**config.mk**
```make
export PLATFORM = sky130hd
export DESIGN_NAME = sargantana_ifill_responder_flat
export DESIGN_NICKNAME = d
export VERILOG_FILES = /design/src/rtl/sargantana_icache_pkg.sv /design/src/rtl/sargantana_ifill_responder_if.sv /design/src/rtl/sargantana_ifill_packer.sv /design/src/rtl/sargantana_ifill_responder.sv /design/src/flat_wrapper.sv
export SDC_FILE = /design/constraint.sdc
export NUM_CORES = 1
export LEC_CHECK = 0
export BUFFER_PORTS_ARGS = -buffer_cell sky130_fd_sc_hd__buf_4
export CAP_MARGIN = 20
export CORE_AREA = 2 2 144 146
export DETAILED_ROUTE_END_ITERATION = 6
export DIE_AREA = 0 0 146 148
export GPL_TIMING_DRIVEN = 1
export PLACE_DENSITY = 0.75
export SKIP_LAST_GASP = 1
export SYNTH_ARGS = -nofsm -noshare
export SYNTH_HDL_FRONTEND = slang
export SYNTH_SLANG_ARGS = --single-unit
```
**constraint.sdc**
```tcl
create_clock -name clk_i -period 7 [get_ports clk_i]
set_input_delay 0.35 -clock clk_i [delete_from_list [all_inputs] [get_ports clk_i]]
set_output_delay 0.35 -clock clk_i [all_outputs]
set_load 0.02 [all_outputs]
```
**src/rtl/sargantana_icache_pkg.sv**
```systemverilog
// Shared types and constants for the sargantana icache and its IFILL responder.
// Holds the icache fill request/response payloads and the responder state encoding.
package sargantana_icache_pkg;

    localparam int unsigned PADDR_SIZE = 26;
    localparam int unsigned WAY_WIDHT  = 128;
    localparam int unsigned WAY_IDX_W  = 2;
    localparam int unsigned BEAT_W     = 2;
    localparam int unsigned MEM_LEN_W  = 8;

    localparam int unsigned IFILL_MEM_DATA_W     = 64;
    localparam int unsigned IFILL_WORDS_PER_BEAT = WAY_WIDHT / IFILL_MEM_DATA_W;

    // Fill request from the icache controller
    typedef struct packed {
        logic                  valid;
        logic [WAY_IDX_W-1:0]  way;
        logic [PADDR_SIZE-1:0] paddr;
    } ifill_req_o_t;

    // Fill response back to the icache controller
    typedef struct packed {
        logic                 valid;
        logic                 ack;
        logic [WAY_WIDHT-1:0] data;
        logic [BEAT_W-1:0]    beat;
    } ifill_resp_i_t;

    typedef enum logic [1:0] {
        IFR_IDLE,
        IFR_MEM_REQ,
        IFR_COLLECT,
        IFR_SEND
    } ifill_rsp_state_t;

endpackage

```
**src/rtl/sargantana_ifill_responder_if.sv**
```systemverilog
// Bundle of the IFILL responder handshake signals: icache request/response and
// the 64-bit memory read port.
//   slave  : the responder (consumes requests and memory data)
//   master : the icache + memory side (drives requests and memory data)
interface sargantana_ifill_responder_if
    import sargantana_icache_pkg::*;
#(
    parameter int unsigned MEM_DATA_W = IFILL_MEM_DATA_W
);
    ifill_req_o_t            ifill_req_i;
    ifill_resp_i_t           ifill_resp_o;
    logic                    mem_req_valid_o;
    logic                    mem_req_ready_i;
    logic [PADDR_SIZE+3:0]   mem_req_addr_o;
    logic [MEM_LEN_W-1:0]    mem_req_len_o;
    logic                    mem_resp_valid_i;
    logic [MEM_DATA_W-1:0]   mem_resp_data_i;
    logic                    busy_o;

    modport slave (
        input  ifill_req_i,
        input  mem_req_ready_i,
        input  mem_resp_valid_i,
        input  mem_resp_data_i,
        output ifill_resp_o,
        output mem_req_valid_o,
        output mem_req_addr_o,
        output mem_req_len_o,
        output busy_o
    );

    modport master (
        output ifill_req_i,
        output mem_req_ready_i,
        output mem_resp_valid_i,
        output mem_resp_data_i,
        input  ifill_resp_o,
        input  mem_req_valid_o,
        input  mem_req_addr_o,
        input  mem_req_len_o,
        input  busy_o
    );

endinterface

```
**src/rtl/sargantana_ifill_packer.sv**
```systemverilog
// Packs consecutive memory words into one WAY_WIDHT beat, lowest word first.
// Ports:
//   clk_i, rst_i   clock, asynchronous active-high reset
//   clear_i        restart packing at word 0 (buffer contents kept)
//   word_valid_i   a memory word is present this cycle
//   word_data_i    the memory word
//   beat_c         buffer with the current word already merged in its slot
//   beat_done_c    the current word completes a beat
module sargantana_ifill_packer
    import sargantana_icache_pkg::*;
#(
    parameter int unsigned MEM_DATA_W = IFILL_MEM_DATA_W
) (
    input  logic                  clk_i,
    input  logic                  rst_i,
    input  logic                  clear_i,
    input  logic                  word_valid_i,
    input  logic [MEM_DATA_W-1:0] word_data_i,
    output logic [WAY_WIDHT-1:0]  beat_c,
    output logic                  beat_done_c
);

    localparam int unsigned WORDS = WAY_WIDHT / MEM_DATA_W;
    localparam int unsigned CNT_W = (WORDS > 1) ? $clog2(WORDS) : 1;
    localparam logic [CNT_W-1:0] LAST_WORD = CNT_W'(WORDS - 1);

    logic [WORDS-1:0][MEM_DATA_W-1:0] buf_q;
    logic [WORDS-1:0][MEM_DATA_W-1:0] merged;
    logic [CNT_W-1:0]                 word_cnt_q;

    // Merge the incoming word so a completed beat is visible in the same cycle
    always_comb begin
        merged             = buf_q;
        merged[word_cnt_q] = word_data_i;
    end

    assign beat_c      = merged;
    assign beat_done_c = word_valid_i && (word_cnt_q == LAST_WORD);

    // Slot write and wrapping word counter
    always_ff @(posedge clk_i or posedge rst_i) begin
        if (rst_i) begin
            buf_q      <= '0;
            word_cnt_q <= '0;
        end else if (clear_i) begin
            word_cnt_q <= '0;
        end else if (word_valid_i) begin
            buf_q      <= merged;
            word_cnt_q <= (word_cnt_q == LAST_WORD) ? '0 : word_cnt_q + CNT_W'(1);
        end
    end

endmodule

```
**src/rtl/sargantana_ifill_responder.sv**
```systemverilog
// Memory-side end of the icache IFILL protocol. Acknowledges a fill request,
// issues one line read on the memory port, packs returned words into beats and
// returns each beat with its index.
// Ports:
//   clk_i  clock
//   rst_i  asynchronous active-high reset (abandons any transfer in flight)
//   bus    slave side of sargantana_ifill_responder_if:
//            ifill_req_i / ifill_resp_o         icache request and response
//            mem_req_valid_o/ready_i/addr_o/len_o  line read request
//            mem_resp_valid_i / mem_resp_data_i  returned words, ascending address
//            busy_o                              a request is in flight
module sargantana_ifill_responder
    import sargantana_icache_pkg::*;
#(
    parameter int unsigned LINE_BEATS = 1,
    parameter int unsigned MEM_DATA_W = IFILL_MEM_DATA_W
) (
    input logic                         clk_i,
    input logic                         rst_i,
    sargantana_ifill_responder_if.slave bus
);

    localparam int unsigned WORDS_PER_BEAT = WAY_WIDHT / MEM_DATA_W;
    localparam int unsigned LINE_WORDS     = LINE_BEATS * WORDS_PER_BEAT;
    localparam logic [BEAT_W-1:0] LAST_BEAT = BEAT_W'(LINE_BEATS - 1);

    if ((WAY_WIDHT % MEM_DATA_W) != 0 || LINE_BEATS < 1 || LINE_BEATS > 4) begin : g_bad_cfg
        $error("sargantana_ifill_responder: unsupported LINE_BEATS/MEM_DATA_W");
    end

    ifill_rsp_state_t        state_q;
    logic [WAY_IDX_W-1:0]    way_q;
    logic [BEAT_W-1:0]       beat_cnt_q;
    logic                    ack_q;
    logic                    resp_valid_q;
    logic [WAY_WIDHT-1:0]    resp_data_q;
    logic [BEAT_W-1:0]       resp_beat_q;
    logic                    mem_req_valid_q;
    logic [PADDR_SIZE+3:0]   mem_req_addr_q;
    logic                    busy_q;

    logic                    word_valid;
    logic [WAY_WIDHT-1:0]    beat_c;
    logic                    beat_done_c;

    // Words outside COLLECT are dropped; the packer restarts whenever idle
    assign word_valid = bus.mem_resp_valid_i && (state_q == IFR_COLLECT);

    sargantana_ifill_packer #(
        .MEM_DATA_W (MEM_DATA_W)
    ) u_packer (
        .clk_i        (clk_i),
        .rst_i        (rst_i),
        .clear_i      (state_q == IFR_IDLE),
        .word_valid_i (word_valid),
        .word_data_i  (bus.mem_resp_data_i),
        .beat_c       (beat_c),
        .beat_done_c  (beat_done_c)
    );

    // Control FSM with registered outputs
    always_ff @(posedge clk_i or posedge rst_i) begin
        if (rst_i) begin
            state_q         <= IFR_IDLE;
            way_q           <= '0;
            beat_cnt_q      <= '0;
            ack_q           <= 1'b0;
            resp_valid_q    <= 1'b0;
            resp_data_q     <= '0;
            resp_beat_q     <= '0;
            mem_req_valid_q <= 1'b0;
            mem_req_addr_q  <= '0;
            busy_q          <= 1'b0;
        end else begin
            case (state_q)
                IFR_IDLE: begin
                    if (bus.ifill_req_i.valid) begin
                        way_q          <= bus.ifill_req_i.way;
                        mem_req_addr_q <= {bus.ifill_req_i.paddr, 4'b0000};
                        ack_q          <= 1'b1;
                        busy_q         <= 1'b1;
                        state_q        <= IFR_MEM_REQ;
                    end
                end
                // First cycle here is the ack cycle; the read request follows it
                IFR_MEM_REQ: begin
                    ack_q <= 1'b0;
                    if (mem_req_valid_q && bus.mem_req_ready_i) begin
                        mem_req_valid_q <= 1'b0;
                        state_q         <= IFR_COLLECT;
                    end else begin
                        mem_req_valid_q <= 1'b1;
                    end
                end
                IFR_COLLECT: begin
                    if (beat_done_c) begin
                        resp_valid_q <= 1'b1;
                        resp_data_q  <= beat_c;
                        resp_beat_q  <= beat_cnt_q;
                        state_q      <= IFR_SEND;
                    end
                end
                IFR_SEND: begin
                    resp_valid_q <= 1'b0;
                    if (beat_cnt_q == LAST_BEAT) begin
                        beat_cnt_q <= '0;
                        busy_q     <= 1'b0;
                        state_q    <= IFR_IDLE;
                    end else begin
                        beat_cnt_q <= beat_cnt_q + BEAT_W'(1);
                        state_q    <= IFR_COLLECT;
                    end
                end
                default: begin
                    state_q <= IFR_IDLE;
                end
            endcase
        end
    end

    assign bus.ifill_resp_o.valid = resp_valid_q;
    assign bus.ifill_resp_o.ack   = ack_q;
    assign bus.ifill_resp_o.data  = resp_data_q;
    assign bus.ifill_resp_o.beat  = resp_beat_q;
    assign bus.mem_req_valid_o    = mem_req_valid_q;
    assign bus.mem_req_addr_o     = mem_req_addr_q;
    assign bus.mem_req_len_o      = MEM_LEN_W'(LINE_WORDS - 1);
    assign bus.busy_o             = busy_q;

    // Memory must hold off while a beat is being returned
    a_no_word_in_send: assert property (@(posedge clk_i) disable iff (rst_i)
        !(bus.mem_resp_valid_i && state_q == IFR_SEND))
        else $error("memory word presented during SEND");

    // Words outside a line read are dropped
    a_no_word_outside_read: assert property (@(posedge clk_i) disable iff (rst_i)
        !(bus.mem_resp_valid_i && (state_q == IFR_IDLE || state_q == IFR_MEM_REQ)))
        else $error("memory word presented with no read outstanding");

    a_ack_valid_exclusive: assert property (@(posedge clk_i) disable iff (rst_i)
        !(ack_q && resp_valid_q))
        else $error("ack and valid high together");

    // The latched way is only for visibility but must not drift mid-transfer
    a_way_stable: assert property (@(posedge clk_i) disable iff (rst_i)
        (state_q != IFR_IDLE) && ($past(state_q) != IFR_IDLE) |-> $stable(way_q))
        else $error("latched way changed during transfer");

endmodule

```
**src/flat_wrapper.sv**
```systemverilog
// flat-port wrapper written by rule: the top's interface ports become plain ports
module sargantana_ifill_responder_flat import sargantana_icache_pkg::*;
#(
    parameter int unsigned LINE_BEATS = 1,
    parameter int unsigned MEM_DATA_W = IFILL_MEM_DATA_W
)
  (clk_i, rst_i, bus_ifill_req_i, bus_mem_req_ready_i, bus_mem_resp_valid_i, bus_mem_resp_data_i, bus_ifill_resp_o, bus_mem_req_valid_o, bus_mem_req_addr_o, bus_mem_req_len_o, bus_busy_o);
  sargantana_ifill_responder_if #(.MEM_DATA_W(MEM_DATA_W)) bus_i ();
  input logic clk_i;
  input logic rst_i;
  input wire logic [$bits(bus_i.ifill_req_i)-1:0] bus_ifill_req_i;
  input wire logic [$bits(bus_i.mem_req_ready_i)-1:0] bus_mem_req_ready_i;
  input wire logic [$bits(bus_i.mem_resp_valid_i)-1:0] bus_mem_resp_valid_i;
  input wire logic [$bits(bus_i.mem_resp_data_i)-1:0] bus_mem_resp_data_i;
  output wire logic [$bits(bus_i.ifill_resp_o)-1:0] bus_ifill_resp_o;
  output wire logic [$bits(bus_i.mem_req_valid_o)-1:0] bus_mem_req_valid_o;
  output wire logic [$bits(bus_i.mem_req_addr_o)-1:0] bus_mem_req_addr_o;
  output wire logic [$bits(bus_i.mem_req_len_o)-1:0] bus_mem_req_len_o;
  output wire logic [$bits(bus_i.busy_o)-1:0] bus_busy_o;
  assign bus_i.ifill_req_i = bus_ifill_req_i;
  assign bus_i.mem_req_ready_i = bus_mem_req_ready_i;
  assign bus_i.mem_resp_valid_i = bus_mem_resp_valid_i;
  assign bus_i.mem_resp_data_i = bus_mem_resp_data_i;
  assign bus_ifill_resp_o = bus_i.ifill_resp_o;
  assign bus_mem_req_valid_o = bus_i.mem_req_valid_o;
  assign bus_mem_req_addr_o = bus_i.mem_req_addr_o;
  assign bus_mem_req_len_o = bus_i.mem_req_len_o;
  assign bus_busy_o = bus_i.busy_o;
  sargantana_ifill_responder #(.LINE_BEATS(LINE_BEATS), .MEM_DATA_W(MEM_DATA_W)) u_core (.clk_i(clk_i), .rst_i(rst_i), .bus(bus_i));
endmodule
```
==> results of run 1 <==
==> cell usage after synthesis <==
master / number
a31oi_1: 2
and4b_1: 1
buf_2: 13
buf_4: 32
buf_6: 8
clkbuf_1: 4
conb_1: 2
dfrtp_1: 229
ha_1: 2
inv_1: 4
mux2_2: 92
nand2_1: 395
nand2b_1: 1
nand4b_1: 1
nor2_1: 4
nor2b_1: 3
nor3_2: 1
nor3b_2: 1
o21ai_0: 5
==> worst min-delay path by stage <==
stage                         startpoint                 endpoint  slack [ns]  cells past startpoint
3_3_place_gp   u_core.u_packer.buf_q[19]   u_core.resp_data_q[19]        0.44                      2
6_report          bus_mem_resp_data_i[6]   u_core.resp_data_q[70]        0.04                      3
5_1_grt          bus_mem_resp_data_i[58]  u_core.resp_data_q[122]        0.03                      3
3_5_place_dp   u_core.u_packer.buf_q[30]   u_core.resp_data_q[30]        0.45                      2
4_1_cts          bus_mem_resp_data_i[58]  u_core.resp_data_q[122]        0.02                      3
2_1_floorplan   u_core.u_packer.buf_q[0]    u_core.resp_data_q[0]        0.43                      2
==> repair_timing <==
action                                 4_1_cts  5_1_grt
hold buffers                                 0        1
gates resized for setup                      0        0
endpoints found under the hold margin        0       30
==> worst max-delay path: stages (launching register included) <==
cell	delay (ns)
dfrtp_1	0.51
and4b_4	0.89
buf_4	0.68
nand2_1	0.17
nand2_1	0.09
==> per-stage QoR <==
step,area [um2],cells,hold slack (ns)
CTS,11600,1327,0.0198
global placement,10800,1283,0.440
global route,11600,1329,0.0320
floorplan,8860,810,0.435
finish,11600,1329,0.0401
detailed placement,10800,1283,0.447
==> kinds of logic (layout without fill, tap and decap cells) <==
group / Yosys count / in the layout / synth area share, %
and+or+nand+nor: 407 / 407 / 17.7
AOI/OAI and AO/OA: 7 / 7 / 0.425
DFF: 229 / 229 / 64.9
buffers and inverters: 61 / 310 / 4.82
other: 2 / 12 / 0.0851
muxes: 92 / 92 / 11.7
adders and majority gates: 2 / 2 / 0.283
==> area by class of cell <==
cell class | count | share of cell area (%)
multi-input cells | 520 | 23.5
clock inverters | 7 | 0.324
flip-flops and latches | 229 | 49.4
well taps | 270 | 2.91
repair buffers | 262 | 17.1
clock buffers | 37 | 6.56
inverters | 4 | 0.194
==> flip-flops by register name, indices dropped and copies added (netlist names) <==
register,cells
u_core.resp_data_q,128
u_core.u_packer.buf_q,64
u_core.bus.mem_req_addr_o,26
u_core.beat_cnt_q,2
u_core.resp_beat_q,2
u_core.state_q,2
u_core.ack_q,1
u_core.bus.busy_o,1
u_core.bus.mem_req_valid_o,1
u_core.resp_valid_q,1
u_core.u_packer.word_cnt_q,1
==> power by group <==
part / internal [mW] / switching [mW]
registers: 1.89 / 0.317
clock network: 0.746 / 0.502
logic: 0.878 / 1.01
total: 3.51 / 1.83
==> routing by layer <==
layer	GRT usage, %	part of all wire (%)	up-vias	wire length [um]
met5	0	0	-	0
met4	4.03	1.5	0	295
met3	5.56	9.4	27	1820
met2	29.5	47	237	9170
met1	23.9	42	3005	8130
li1	-	-	2964	-
==> flow_summary.yaml, run 1 <==
finish:
  synthToLayoutAreaGrowth_pct: 31.5
  fillCellCount: 1736
  ff_latch_area_mm2: 0.00573
  final_common_cell: "nand2_1"
  multi_input_area_mm2: 0.00272
  final_core_util_pct: 57.9
  nets: 1140
  drive_above_1_share_pct: 37.6
  diodes: 0
  final_cell_mix: "nand2_1, buf_4, dfrtp_1"
floorplan:
  die_area_mm2: 0.0216
  die_h_um: 148
  ios: 269
  fp-row-count: 52
  die_w_um: 146
  start_util_pct: 44.0
  coreArea_mm2: 0.0200
drt:
  via_count: 6233
  drtPass1Iterations: 4
  drt-initial-drc-count: 203
  drcViolationCount: 0
  wire_per_inst_um: 14.6
  wl_mm: 19.4
  viasPerCell: 4.69
  final_antenna_net_count: 0
sta:
  drv_slew: 0
  rsz0062_at_grt: "no"
  fmax_ghz: 0.401
  setup_viol_count_final: 0
  finalCritPeriodShare_pct: 35.6
  hold_viol_final: 0
  relSlewSlack_pct: 35.5
  worst_slack_ns: 4.51
  finalSetupTns_ns: 0
  worstMarginPinSlew_ns: 0.968
  period_needed_ns: 2.49
  fin_skew_ns: 0.0153
global_route:
  antenna_found_initial: 0
  grt_pass1_wl_mm: 32.3
  grt_use_total_pct: 18.0
  grt.overflow.total: 0
  grt_pass1_vias: 6385
  grt_max_degree: 152
clock_tree:
  clkSlewWorstSetupHoldPaths_ns: 0.06
  clockBufferDepth: 3
  cts_made_buffers: 24
  cts_tree: "built"
  cts.sinks: 229
  cts_root_buf: "clkbuf_16"
  clk_latency_ns: 0.51
  ctsHtreeMaxLevel: 1
  postCtsSetupBuffers: 0
synthesis:
  ys_types: 19
  netlist_area_mm2: 0.00883
  synth_area_leaders: "dfrtp_1, nand2_1, mux2_2"
  synth-seq-cells: 229
  synth_cells: 800
  ys_seq_area_share_pct: 64.9
  yosysTopAreaCell: "dfrtp_1"
  yosysTopAreaCellShare_pct: 64.9
  synth_area_per_cell_um2: 11.0
  synth_warnings: 0
setup_path:
  end_kind: "register"
  crit_start: "u_core.state_q[0]"
  rr_worst_depth: 4
  r2r_end: "u_core.resp_data_q[104]"
  crit_path_end: "u_core.resp_data_q[104]"
  cp_data_required_time_ns: 7.43
  arrival_ns: 2.92
  r2r_start: "u_core.state_q[0]"
  startpoint_type: "register"
  path_class: "register to register"
  worst-r2r-setup-slack_ns: 4.51
  cp_max_fo: 69
pwr:
  p_total_mw: 5.34
  ir_drop_mv: 0.303
  p_leak_nw: 6.13
  power_density_mw_per_mm2: 460
worst_hold_path:
  hp-class: "input port to register"
job:
  drv_cap: 0
place:
  post-dp-hpwl_mm: 12.9
  gp_congestion: 0.740
  port_buffers: 254
  place_ws_ns: 4.45
run_status:
  status: "finished, final reports clean"
Power figures use the tool's default switching activity.
==> run 2: changes to the inputs <==
CORE_AREA = 2 2 136 138   (was 2 2 144 146)
DIE_AREA = 0 0 138 140   (was 0 0 146 148)
PLACE_DENSITY = 0.79   (was 0.75)
clock period = 2.3 ns   (was 7 ns; I/O delays follow)
==> flow_summary.yaml, run 2 (synthesis gave the netlist of run 1 again) <==
setup_path:
  r2r_end: "u_core.u_packer.buf_q[16]"
  worst-r2r-setup-slack_ns: 0.52
  end_kind: "register"
  startpoint_type: "register"
  path_class: "register to register"
  cp_max_fo: 50
  r2r_start: "u_core.state_q[1]"
  rr_worst_depth: 4
  crit_path_end: "u_core.u_packer.buf_q[16]"
  cp_data_required_time_ns: 2.68
  arrival_ns: 2.17
  crit_start: "u_core.state_q[1]"
sta:
  drv_slew: 0
  worstMarginPinSlew_ns: 0.560
  rsz0062_at_grt: "no"
  finalCritPeriodShare_pct: 77.5
  relSlewSlack_pct: 62.6
  hold_viol_final: 0
  fin_skew_ns: 0.0107
  fmax_ghz: 0.561
  setup_viol_count_final: 0
  whs_ns: 0.0311
  period_needed_ns: 1.78
  finalSetupTns_ns: 0
  worst_slack_ns: 0.518
clock_tree:
  ctsHtreeMaxLevel: 1
  cts_made_buffers: 24
  postCtsSetupBuffers: 0
  cts.sinks: 229
  clk_latency_ns: 0.51
  cts_resized: 0
  cts_tree: "built"
  clockBufferDepth: 3
  clkSlewWorstSetupHoldPaths_ns: 0.06
  cts_root_buf: "clkbuf_16"
  cts_hold_buf: 93
place:
  post-dp-hpwl_mm: 13.4
  dpl-instance-area_mm2: 0.0109
  place_inst: 1250
  port_buffers: 254
  gp_congestion: 0.783
  place_ws_ns: 0.527
drt:
  drtPass1Iterations: 5
  viasPerCell: 4.90
  wl_mm: 23.2
  final_antenna_net_count: 0
  drcViolationCount: 0
  wire_per_inst_um: 16.7
  drt-initial-drc-count: 225
  via_count: 6799
finish:
  drive_above_1_share_pct: 34.9
  largest_reg_flops: 128
  design_area_mm2: 0.0126
  diodes: 0
  synthToLayoutAreaGrowth_pct: 43.0
  post_layout_nonfiller_instances: 1387
  final_common_cell: "nand2_1"
  final_core_util_pct: 71.0
  final_cell_mix: "nand2_1, buf_4, dfrtp_1"
  nets: 1239
  regMostFlops: "u_core.resp_data_q"
worst_hold_path:
  hp-class: "input port to register"
pwr:
  power_density_mw_per_mm2: 1330
  p_leak_nw: 6.58
  ir_drop_mv: 0.901
  p_total_mw: 16.8
floorplan:
  die_w_um: 138
  fp-row-count: 49
  die_h_um: 140
  die_area_mm2: 0.0193
  start_util_pct: 49.6
  ios: 269
  coreArea_mm2: 0.0178
run_status:
  status: "finished, final reports clean"
global_route:
  grt_pass1_vias: 7045
  grt.overflow.total: 0
  antenna_found_initial: 0
  grt_max_degree: 102
  grt_use_total_pct: 23.5
  grt_pass1_wl_mm: 37.1
job:
  drv_cap: 0
## run 2: cell types whose count changed in the layout (fill, tap and decap cells not counted), moves of 2 or more
cell | previous run | this run
buf_12 | 0 | 7
bufinv_16 | 0 | 2
clkbuf_8 | 9 | 7
dlygate4sd3_1 | 1 | 93
## run 2: worst min path at each step
| stage | startpoint | end | cells after the start |
|---|---|---|---|
| 2_1_floorplan | bus_mem_resp_data_i[36] | u_core.resp_data_q[100] | 2 |
| 3_3_place_gp | rst_i | u_core.resp_data_q[113] | 2 |
| 3_5_place_dp | rst_i | u_core.resp_data_q[107] | 2 |
| 4_1_cts | bus_ifill_req_i[28] | u_core.ack_q | 4 |
| 5_1_grt | bus_ifill_req_i[28] | u_core.ack_q | 4 |
| 6_report | bus_ifill_req_i[28] | u_core.ack_q | 4 |
## run 2: worst max-delay path, cell delays in order (launching register included)
cell     delay (ns)
dfrtp_1        0.58
nand2_1        0.15
nor3_4         0.20
buf_12         0.33
mux2_2         0.39
## run 2: layer usage
layer  up-vias  part of all wire [%]  global-route usage, %
met5         -                     0                      0
met4         0                   2.5                   6.66
met3        45                   6.9                   5.81
met2       265                    50                   40.5
met1      3326                    40                   29.6
li1       3163                     -                      -
## run 2: layout make-up
| class | count | area, um2 |
|---|---|---|
| clock inverter | 8 | 90.1 |
| tap | 229 | 287 |
| inverter | 4 | 18.8 |
| clock buffer | 36 | 737 |
| sequential | 229 | 5730 |
| multi-input combinational | 520 | 2720 |
| fill | 1205 | 5160 |
| timing repair buffer | 361 | 3030 |
## run 2: report_power, final
part | switching (mW) | total, mW | leakage [nW] | internal (mW)
Clock | 1.55 | 3.98 | 0.415 | 2.43
Sequential | 1.04 | 6.79 | 2.87 | 5.74
Combinational | 3.25 | 6.07 | 3.30 | 2.82
Total | 5.84 | 16.8 | 6.58 | 11.0
